[config.mk]
export PLATFORM = sky130hd
export DESIGN_NAME = turfio_cout_serializer
export DESIGN_NICKNAME = d
export VERILOG_FILES = /design/src/rtl/turfio_pkg.sv /design/src/rtl/turfio_cout_fifo.sv /design/src/rtl/turfio_cout_serializer.sv
export SDC_FILE = /design/constraint.sdc
export NUM_CORES = 1
export LEC_CHECK = 0
export ABC_AREA = 0
export CAP_MARGIN = 10
export CORE_UTILIZATION = 35
export DETAILED_ROUTE_END_ITERATION = 8
export SYNTH_ARGS = -nofsm -noshare
export SYNTH_HDL_FRONTEND = slang
export SYNTH_SLANG_ARGS = --single-unit
[constraint.sdc]
create_clock -name aclk_i -period 2.05 [get_ports aclk_i]
set_clock_uncertainty 0.2 [all_clocks]
set_input_delay 0.615 -clock aclk_i [delete_from_list [all_inputs] [get_ports aclk_i]]
set_output_delay 0.615 -clock aclk_i [all_outputs]
set_load 0.03 [all_outputs]
[src/rtl/turfio_pkg.sv]
// rtl/turfio_pkg.sv - shared constants and word-type enum for the TURFIO COUT serializer
package turfio_pkg;

  localparam logic [31:0] TRAIN_VALUE = 32'hA55A6996;
  localparam logic [31:0] IDLE_VALUE  = 32'h00000000;
  localparam int          NIB_CNT_W   = 3;

  typedef enum logic [1:0] {
    IDLE  = 2'd0,
    TRAIN = 2'd1,
    DATA  = 2'd2
  } cout_type_t;

endpackage

[src/rtl/turfio_cout_fifo.sv]
// rtl/turfio_cout_fifo.sv - response holding stage; depth 4 with TURFIO_COUT_FIFO_EN, else depth 1
module turfio_cout_fifo
  import turfio_pkg::*;
(
  input  logic        clk,
  input  logic        rst_n,
  input  logic [31:0] in_data,
  input  logic        in_valid,
  output logic        in_ready,
  output logic [31:0] out_data,
  output logic        out_valid,
  input  logic        out_ready
);

`ifdef TURFIO_COUT_FIFO_EN
  logic [31:0] mem [4];
  logic [1:0]  wr_ptr;
  logic [1:0]  rd_ptr;
  logic [2:0]  count;
  logic        push;
  logic        pop;

  assign in_ready  = (count != 3'd4);
  assign out_valid = (count != 3'd0);
  assign out_data  = mem[rd_ptr];
  assign push      = in_valid && in_ready;
  assign pop       = out_valid && out_ready;

  always_ff @(posedge clk or negedge rst_n) begin
    if (!rst_n) begin
      wr_ptr <= 2'd0;
      rd_ptr <= 2'd0;
      count  <= 3'd0;
    end else begin
      if (push) wr_ptr <= wr_ptr + 2'd1;
      if (pop)  rd_ptr <= rd_ptr + 2'd1;
      case ({push, pop})
        2'b10:   count <= count + 3'd1;
        2'b01:   count <= count - 3'd1;
        default: count <= count;
      endcase
    end
  end

  // Storage needs no reset: entries are only read once count says they were written.
  always_ff @(posedge clk) begin
    if (push) mem[wr_ptr] <= in_data;
  end
`else
  logic [31:0] data_q;
  logic        full;

  assign in_ready  = !full;
  assign out_valid = full;
  assign out_data  = data_q;

  always_ff @(posedge clk or negedge rst_n) begin
    if (!rst_n) begin
      full   <= 1'b0;
      data_q <= 32'h0;
    end else if (in_valid && in_ready) begin
      full   <= 1'b1;
      data_q <= in_data;
    end else if (out_valid && out_ready) begin
      full   <= 1'b0;
    end
  end
`endif

endmodule

[src/rtl/turfio_cout_serializer.sv]
// rtl/turfio_cout_serializer.sv - COUT word-to-nibble serializer; TURFIO_COUT_FIFO_EN deepens holding stage
module turfio_cout_serializer
  import turfio_pkg::*;
#(
  parameter logic [31:0] TRAIN_VALUE = turfio_pkg::TRAIN_VALUE,
  parameter logic [31:0] IDLE_VALUE  = turfio_pkg::IDLE_VALUE,
  parameter logic        MSB_FIRST   = 1'b1
) (
  input  logic        aclk_i,
  input  logic        aclk_rstn_i,
  input  logic        ce_i,
  input  logic        align_i,
  input  logic        train_en_i,
  input  logic [31:0] response_i,
  input  logic        response_valid_i,
  output logic        response_ready_o,
  output logic [3:0]  cout_o,
  output logic        cout_valid_o,
  output logic        word_start_o,
  output logic [1:0]  sent_type_o
);

  logic [NIB_CNT_W-1:0] nib_cnt;
  logic [27:0]          shift;
  logic [31:0]          hold_data;
  logic                 hold_valid;
  logic                 load;
  logic [31:0]          sel_word;
  cout_type_t           sel_type;
  logic [3:0]           first_nib;
  logic [27:0]          rest;
  logic [3:0]           next_nib;
  logic [27:0]          shifted;

  assign load = ce_i && (nib_cnt == '0);

  // Training preempts data without consuming it, so the held word survives a training burst.
  turfio_cout_fifo u_fifo (
    .clk       (aclk_i),
    .rst_n     (aclk_rstn_i),
    .in_data   (response_i),
    .in_valid  (response_valid_i),
    .in_ready  (response_ready_o),
    .out_data  (hold_data),
    .out_valid (hold_valid),
    .out_ready (load && !train_en_i)
  );

  always_comb begin
    sel_word = IDLE_VALUE;
    sel_type = IDLE;
    if (train_en_i) begin
      sel_word = TRAIN_VALUE;
      sel_type = TRAIN;
    end else if (hold_valid) begin
      sel_word = hold_data;
      sel_type = DATA;
    end
  end

  assign first_nib = MSB_FIRST ? sel_word[31:28] : sel_word[3:0];
  assign rest      = MSB_FIRST ? sel_word[27:0]  : sel_word[31:4];
  assign next_nib  = MSB_FIRST ? shift[27:24]    : shift[3:0];
  assign shifted   = MSB_FIRST ? {shift[23:0], 4'h0} : {4'h0, shift[27:4]};

  always_ff @(posedge aclk_i or negedge aclk_rstn_i) begin
    if (!aclk_rstn_i) begin
      nib_cnt      <= '0;
      shift        <= 28'h0;
      cout_o       <= 4'h0;
      cout_valid_o <= 1'b0;
      word_start_o <= 1'b0;
      sent_type_o  <= 2'd0;
    end else begin
      cout_valid_o <= ce_i;
      if (load) begin
        cout_o       <= first_nib;
        shift        <= rest;
        word_start_o <= 1'b1;
        sent_type_o  <= sel_type;
      end else if (ce_i) begin
        cout_o       <= next_nib;
        shift        <= shifted;
        word_start_o <= 1'b0;
      end
      // Align wins over the increment but the coincident nibble is still emitted above.
      if (align_i)   nib_cnt <= '0;
      else if (ce_i) nib_cnt <= nib_cnt + 1'b1;
    end
  end

endmodule
==> results of run 1 <==
flip-flops by register name (all words and copies together), names as in the netlist:
| name | flops |
|---|---|
| nib_cnt | 3 |
| u_fifo.out_valid | 1 |
| sent_type_o | 2 |
| cout_o | 4 |
| u_fifo.out_data | 32 |
| word_start_o | 1 |
| shift | 28 |
| cout_valid_o | 1 |
metrics by stage:
| stage | instance area, sq um | TNS [ns] |
|---|---|---|
| after floorplan | 3010 | 0 |
| after global placement | 3660 | -6.40 |
| after detailed placement | 3660 | -6.81 |
| after CTS | 3860 | 0 |
| after global routing | 3860 | 0 |
| final | 3860 | 0 |
how the worst min path moves through the flow:
stage                                     end  slack (ns)
2_1_floorplan           cout_o[0]$_DFFE_PN0P_        0.12
3_3_place_gp             shift[3]$_DFFE_PN0P_        0.27
3_5_place_dp             shift[2]$_DFFE_PN0P_        0.28
4_1_cts        u_fifo.out_data[6]$_DFFE_PN0P_       0.005
5_1_grt        u_fifo.out_data[0]$_DFFE_PN0P_       0.009
6_report       u_fifo.out_data[2]$_DFFE_PN0P_       0.007
placed cells by master, fill, tap and decap left out, types with 2 or more instances in the layout:
| cell type | n |
|---|---|
| dfrtp_1 | 71 |
| clkdlybuf4s50_1 | 36 |
| nand2_1 | 31 |
| mux2_1 | 27 |
| buf_4 | 17 |
| a221o_1 | 14 |
| o221a_2 | 14 |
| nor2b_1 | 11 |
| clkbuf_8 | 11 |
| dlygate4sd2_1 | 8 |
| inv_1 | 5 |
| mux2_2 | 5 |
| nor2_1 | 3 |
| buf_12 | 3 |
| a22o_1 | 2 |
| a21oi_1 | 2 |
| o2bb2ai_1 | 2 |
| o21ai_0 | 2 |
| and2b_1 | 2 |
| ha_1 | 2 |
| clkinv_4 | 2 |
repair_timing:
action,CTS,global route
gates resized for setup,9,0
setup endpoints to repair,9,0
hold buffers,0,0
cell families (layout without fill, tap and decap cells):
group	after synthesis	after routing	synth area share, %
flip-flops	72	72	59.8
AND/OR/NAND/NOR	54	54	9.68
AO/OA/AOI/OAI	38	38	12.2
multiplexers	33	33	12.3
buffers and inverters	20	87	4.61
adder cells (fa/ha/maj)	2	2	0.830
XOR/XNOR	2	2	0.582
metal layers:
metal	vias up	part of all wire, %
met3	4	3.9
met5	-	0
met4	0	0.60
met1	1029	46
li1	926	-
met2	43	50
power groups by stage:
stage | Clock [mW] | Sequential (mW) | Combinational [mW]
after detailed placement | 0 | 2.35 | 1.28
after global routing | 1.25 | 2.39 | 1.37
after CTS | 1.19 | 2.33 | 1.26
final | 1.16 | 2.32 | 1.24
after floorplan | 0 | 2.26 | 0.866
after global placement | 0 | 2.34 | 1.26
cell type report:
class	instances	area, sq um	share of cell area (%)
clock buffer	12	155	4.02
clock inverter	4	52.6	1.36
multi-input combinational	129	1070	27.8
timing repair buffer	65	623	16.1
sequential	72	1800	46.7
tap	105	131	3.40
inverter	6	22.5	0.583
==> metrics.yaml, run 1 <==
critical_path:
  cp_cell_sequence: "inv_2 -> buf_4"
  critPathMaxFanout: 8
  critPathBufInv: 2
  r2r_setup_slack_ns: 0.33
  worstReg2RegEnd: "shift[15]$_DFFE_PN0P_"
  criticalPathCategory: "flip-flop to primary output"
  crit_end: "response_ready_o"
  reg2reg_depth: 6
  cp.depth: 2
  slowest_stage: "dfrtp_2"
  cp-startpoint: "u_fifo.out_valid$_DFFE_PN0P_"
  crit_family: "flip-flops"
  start_kind: "flip-flop"
  critPathRequiredTime_ns: 1.23
  r2r-start: "nib_cnt[0]$_DFFE_PN0P_"
  crit_path_end_kind: "primary output"
  cpPeakStageDelay_ns: 0.50
  cp.arrival_ns: 1.15
sta:
  timing.fmax_ghz: 0.508
  max_slew_margin_pct: 71.8
  tightest_slew_ns: 0.423
  finalWorstSetupSlack_ns: 0.0825
  grt_setup_unrepaired: "false"
  slew_violations: 0
  setup_viol: 0
  hold_violations: 0
  period_needed_ns: 1.97
  finalCritPeriodShare_pct: 96.0
  whs_ns: 0.00720
clock_network:
  cts_inserted_buffers: 9
  clock_path_buffers: 2
  post_cts_buffers: 0
  cts_root_buf: "clkbuf_8"
  clk_pin_slew_ns: 0.08
  cts_num_sinks: 72
  cts_max_level: 3
  cts_tree: "done"
  clock_latency_ns: 0.34
finish:
  syn_to_final_growth_pct: 28.2
  fin_util_pct: 46.8
  nFillCells: 771
  num_antenna_cells: 0
  drive_above_1_share_pct: 21.5
  instances_no_fill: 393
  finalNetCount: 323
power_and_ir_drop:
  pwr-share-comb_pct: 26.2
  p_seq_share_pct: 49.3
  peakVddDrop_mv: 0.526
  netSwitchingFraction_pct: 30.6
  switchingPower_mw: 1.44
  total_power_mw: 4.72
  pwr_density_cell_nw_per_um2: 1220
  p_int_mw: 3.27
  pwr-share-clk_pct: 24.5
  p_leak_nw: 1.70
place:
  hpwl_um: 4460
  place.gp.congestion: 0.777
  port_buffers: 46
  post-place-cells: 377
  place_ws_ns: -0.150
route:
  wl_per_cell_um: 16.1
  ant_nets: 0
  vias: 2002
  routed_wl_um: 6310
  drt_iter0_markers: 93
  via_per_inst: 5.09
  drc_errors: 0
  dr.pass1.iters: 4
synth:
  syn-num-nets: 261
  yosysMostFrequentCell: "dfrtp_1"
  ys_ff_latch: 72
  ys_top_cells_by_area: "dfrtp_1 60%, mux2_1 10%, o221a_2 5.2%, a221o_1 4.7%, nand2_1 3.9%"
  async_flop_share_pct: 100
  synth.avg_cell_area_sq_um: 13.6
  synth_top_cell_by_area: "dfrtp_1"
  syn_area_sq_um: 3010
  yosysWarnings: 0
  synth_edf_count: 0
  synth.yosys.seq_area_share_pct: 59.8
  synth_cell_types: 31
  synth_ff_type: "dfrtp_1"
  yosys-top-cells-count: "72 x dfrtp_1, 31 x nand2_1, 27 x mux2_1, 14 x a221o_1, 14 x o221a_2"
  syn_inst: 221
  yosysTopAreaCellShare_pct: 59.8
floorplan:
  die_area_sq_um: 8980
  initial_core_util_pct: 36.5
  dieWidth_um: 94.8
  rows: 33
  io_pins: 47
  core_sq_um: 8260
  dieHeight_um: 94.8
global_routing:
  grt_use_met3_pct: 5.64
  first_global_vias: 2083
  antenna_found_initial: 0
  grt_max_degree: 41
  overflow: 0
  grt.busiest_layer: "met2"
  track_usage_pct: 15.8
  grt_pass1_wl_um: 10600
  use_met2_pct: 24.5
  grt_util_met1_pct: 21.3
flow_run:
  drv_cap: 0
hold_path:
  hp-class: "primary input to async pin"
outcome:
  status: "completed"
No activity file was read; power rests on OpenSTA's default activity.
==> run 2, diff against run 1 <==
- MAX_ROUTING_LAYER: unset -> met4
- clock period: 2.05 -> 1.63 ns (I/O delays scaled with it)
==> metrics.yaml, run 2 (synthesis results as in run 1) <==
outcome:
  status: "complete, but fails checks"
  violations: "setup timing"
clock_network:
  clock_path_buffers: 2  # unchanged
  cts_tree: "done"
  cts_max_level: 3  # unchanged
  clk_pin_slew_ns: 0.08  # about the same
  cts_inserted_buffers: 9  # unchanged
  cts_root_buf: "clkbuf_8"
  clock_latency_ns: 0.34  # about the same
  cts_num_sinks: 72  # unchanged
place:
  place.gp.congestion: 0.720  # -7.3%
  hpwl_um: 4470  # +0.33%
  place_area_sq_um: 3660  # -0.14%
  post-place-cells: 379  # +0.53%
  port_buffers: 46  # unchanged
floorplan:
  initial_core_util_pct: 36.5  # unchanged
  core_sq_um: 8260  # unchanged
  rows: 33  # unchanged
  die_area_sq_um: 8980  # unchanged
  dieHeight_um: 94.8  # unchanged
  io_pins: 47  # unchanged
  dieWidth_um: 94.8  # unchanged
route:
  via_per_inst: 4.96  # -2.6%
  drc_errors: 0  # unchanged
  dr.pass1.iters: 4  # unchanged
  wl_per_cell_um: 16.2  # +0.82%
  routed_wl_um: 6570  # +4.2%
  drt_iter0_markers: 86  # -7.5%
  vias: 2015  # +0.65%
  ant_nets: 0  # unchanged
critical_path:
  crit_path_end_kind: "primary output"
  start_kind: "flip-flop"
  critPathRequiredTime_ns: 0.94  # -0.29 ns
  worstReg2RegEnd: "u_fifo.out_data[2]$_DFFE_PN0P_"
  cp-startpoint: "u_fifo.out_valid$_DFFE_PN0P_"
  reg2reg_depth: 5  # -1
  r2r-start: "u_fifo.out_valid$_DFFE_PN0P_"
  criticalPathCategory: "flip-flop to primary output"
  crit_end: "response_ready_o"
  critPathMaxFanout: 2  # -6
  r2r_setup_slack_ns: -0.01  # -0.34 ns
  cp.arrival_ns: 0.96  # -0.19 ns
sta:
  timing.fmax_ghz: 0.608
  tightest_slew_ns: 0.272  # -0.151 ns
  period_needed_ns: 1.65
  max_slew_margin_pct: 81.9  # +10 points
  whs_ns: 0.290  # +0.283 ns
  finalWorstSetupSlack_ns: -0.0156  # -0.0981 ns
  hold_violations: 0  # unchanged
  finalCritPeriodShare_pct: 101
  grt_setup_unrepaired: "true"
  slew_violations: 0  # unchanged
  setup_viol: 9  # +9
finish:
  largest_register_ffs: 32  # unchanged
  finalNetCount: 336  # +4.0%
  drive_above_1_share_pct: 30.6  # +9.0 points
  syn_to_final_growth_pct: 35.6
  final_common_cell: "dfrtp_1"
  design_area_sq_um: 4090  # +5.8%
  regArea_sq_um: 1800  # unchanged
  final_cell_mix: "71 x dfrtp_1, 33 x clkdlybuf4s50_1, 31 x nand2_1, 26 x buf_4, 19 x mux2_1"
  nFillCells: 745  # -3.4%
  num_antenna_cells: 0  # unchanged
  multi_input_area_sq_um: 1130  # +4.8%
  instances_no_fill: 406  # +3.3%
power_and_ir_drop:
  p_leak_nw: 1.82  # +7.2%
  total_power_mw: 6.46  # +37%
  pwr_density_cell_nw_per_um2: 1580  # +29%
  peakVddDrop_mv: 0.593  # +13%
flow_run:
  drv_cap: 0  # unchanged
global_routing:
  grt_max_degree: 51  # +24%
  grt_pass1_wl_um: 10900  # +2.7%
  first_global_vias: 2119  # +1.7%
  track_usage_pct: 16.9  # +1.1 points
  overflow: 0  # unchanged
  antenna_found_initial: 0  # unchanged
hold_path:
  hp-class: "flip-flop to flip-flop"
## run 2: cell count changes in the layout (fill, tap and decap cells not counted), sizes merged
cell | before | now
clkinvlp | 0 | 1
clkbuf | 12 | 10
dlygate4sd2 | 8 | 3
bufinv | 1 | 2
buf | 21 | 41
clkdlybuf4s50 | 36 | 33
dlygate4sd3 | 0 | 1
## run 2: layout make-up
class,instances,share of cell area (%)
inverter,6,0.612
timing repair buffer,78,19.1
sequential,72,44.1
clock buffer,10,3.37
tap,105,3.21
multi-input combinational,129,27.6
clock inverter,6,2.02
## run 2: power by group
group          total, mW  switching, mW  internal, mW
combinational       2.00          0.830          1.17
clock               1.56          0.667         0.895
sequential          2.90          0.424          2.48
total               6.46           1.92          4.54
## run 2: through the flow
stage | setup TNS (ns) | setup slack (ns) | util (%)
final | -0.0485 | -0.0156 | 49.5
after floorplan | 0 | 0.000186 | -
after CTS | -0.0270 | -0.0270 | 48.8
after detailed placement | -28.05 | -0.444 | 44.3
after global routing | -0.539 | -0.0595 | 49.5
after global placement | -27.87 | -0.443 | 44.3
## run 2: timing repair
| action | CTS | global route |
|---|---|---|
| pin swaps | 0 | 2 |
| setup buffers | 7 | 3 |
| hold buffers | 1 | 0 |
| hold endpoints to repair | 8 | 0 |
| gates resized for setup | 25 | 7 |
| endpoints found under the setup margin | 63 | 49 |
## run 2: worst min path at each step
stage / from / cells after the start / end
finish: u_fifo.out_data[22]$_DFFE_PN0P_ / 1 / u_fifo.out_data[22]$_DFFE_PN0P_
detailed placement: aclk_rstn_i / 1 / u_fifo.out_data[3]$_DFFE_PN0P_
global placement: aclk_rstn_i / 1 / shift[0]$_DFFE_PN0P_
CTS: u_fifo.out_data[22]$_DFFE_PN0P_ / 1 / u_fifo.out_data[22]$_DFFE_PN0P_
floorplan: aclk_rstn_i / 0 / cout_o[0]$_DFFE_PN0P_
global route: u_fifo.out_data[10]$_DFFE_PN0P_ / 1 / u_fifo.out_data[10]$_DFFE_PN0P_
## run 2: per-layer routing
metal / global-route usage, % / share of wire (%)
met1: 22.3 / 48
met2: 25.2 / 48
met3: 4.67 / 3.5
met4: 5.81 / 0.99
met5: - / 0
## run 2: critical path: stages, from the launching register on
cell	delay (ns)
dfrtp_2	0.43
inv_4	0.07
buf_6	0.12
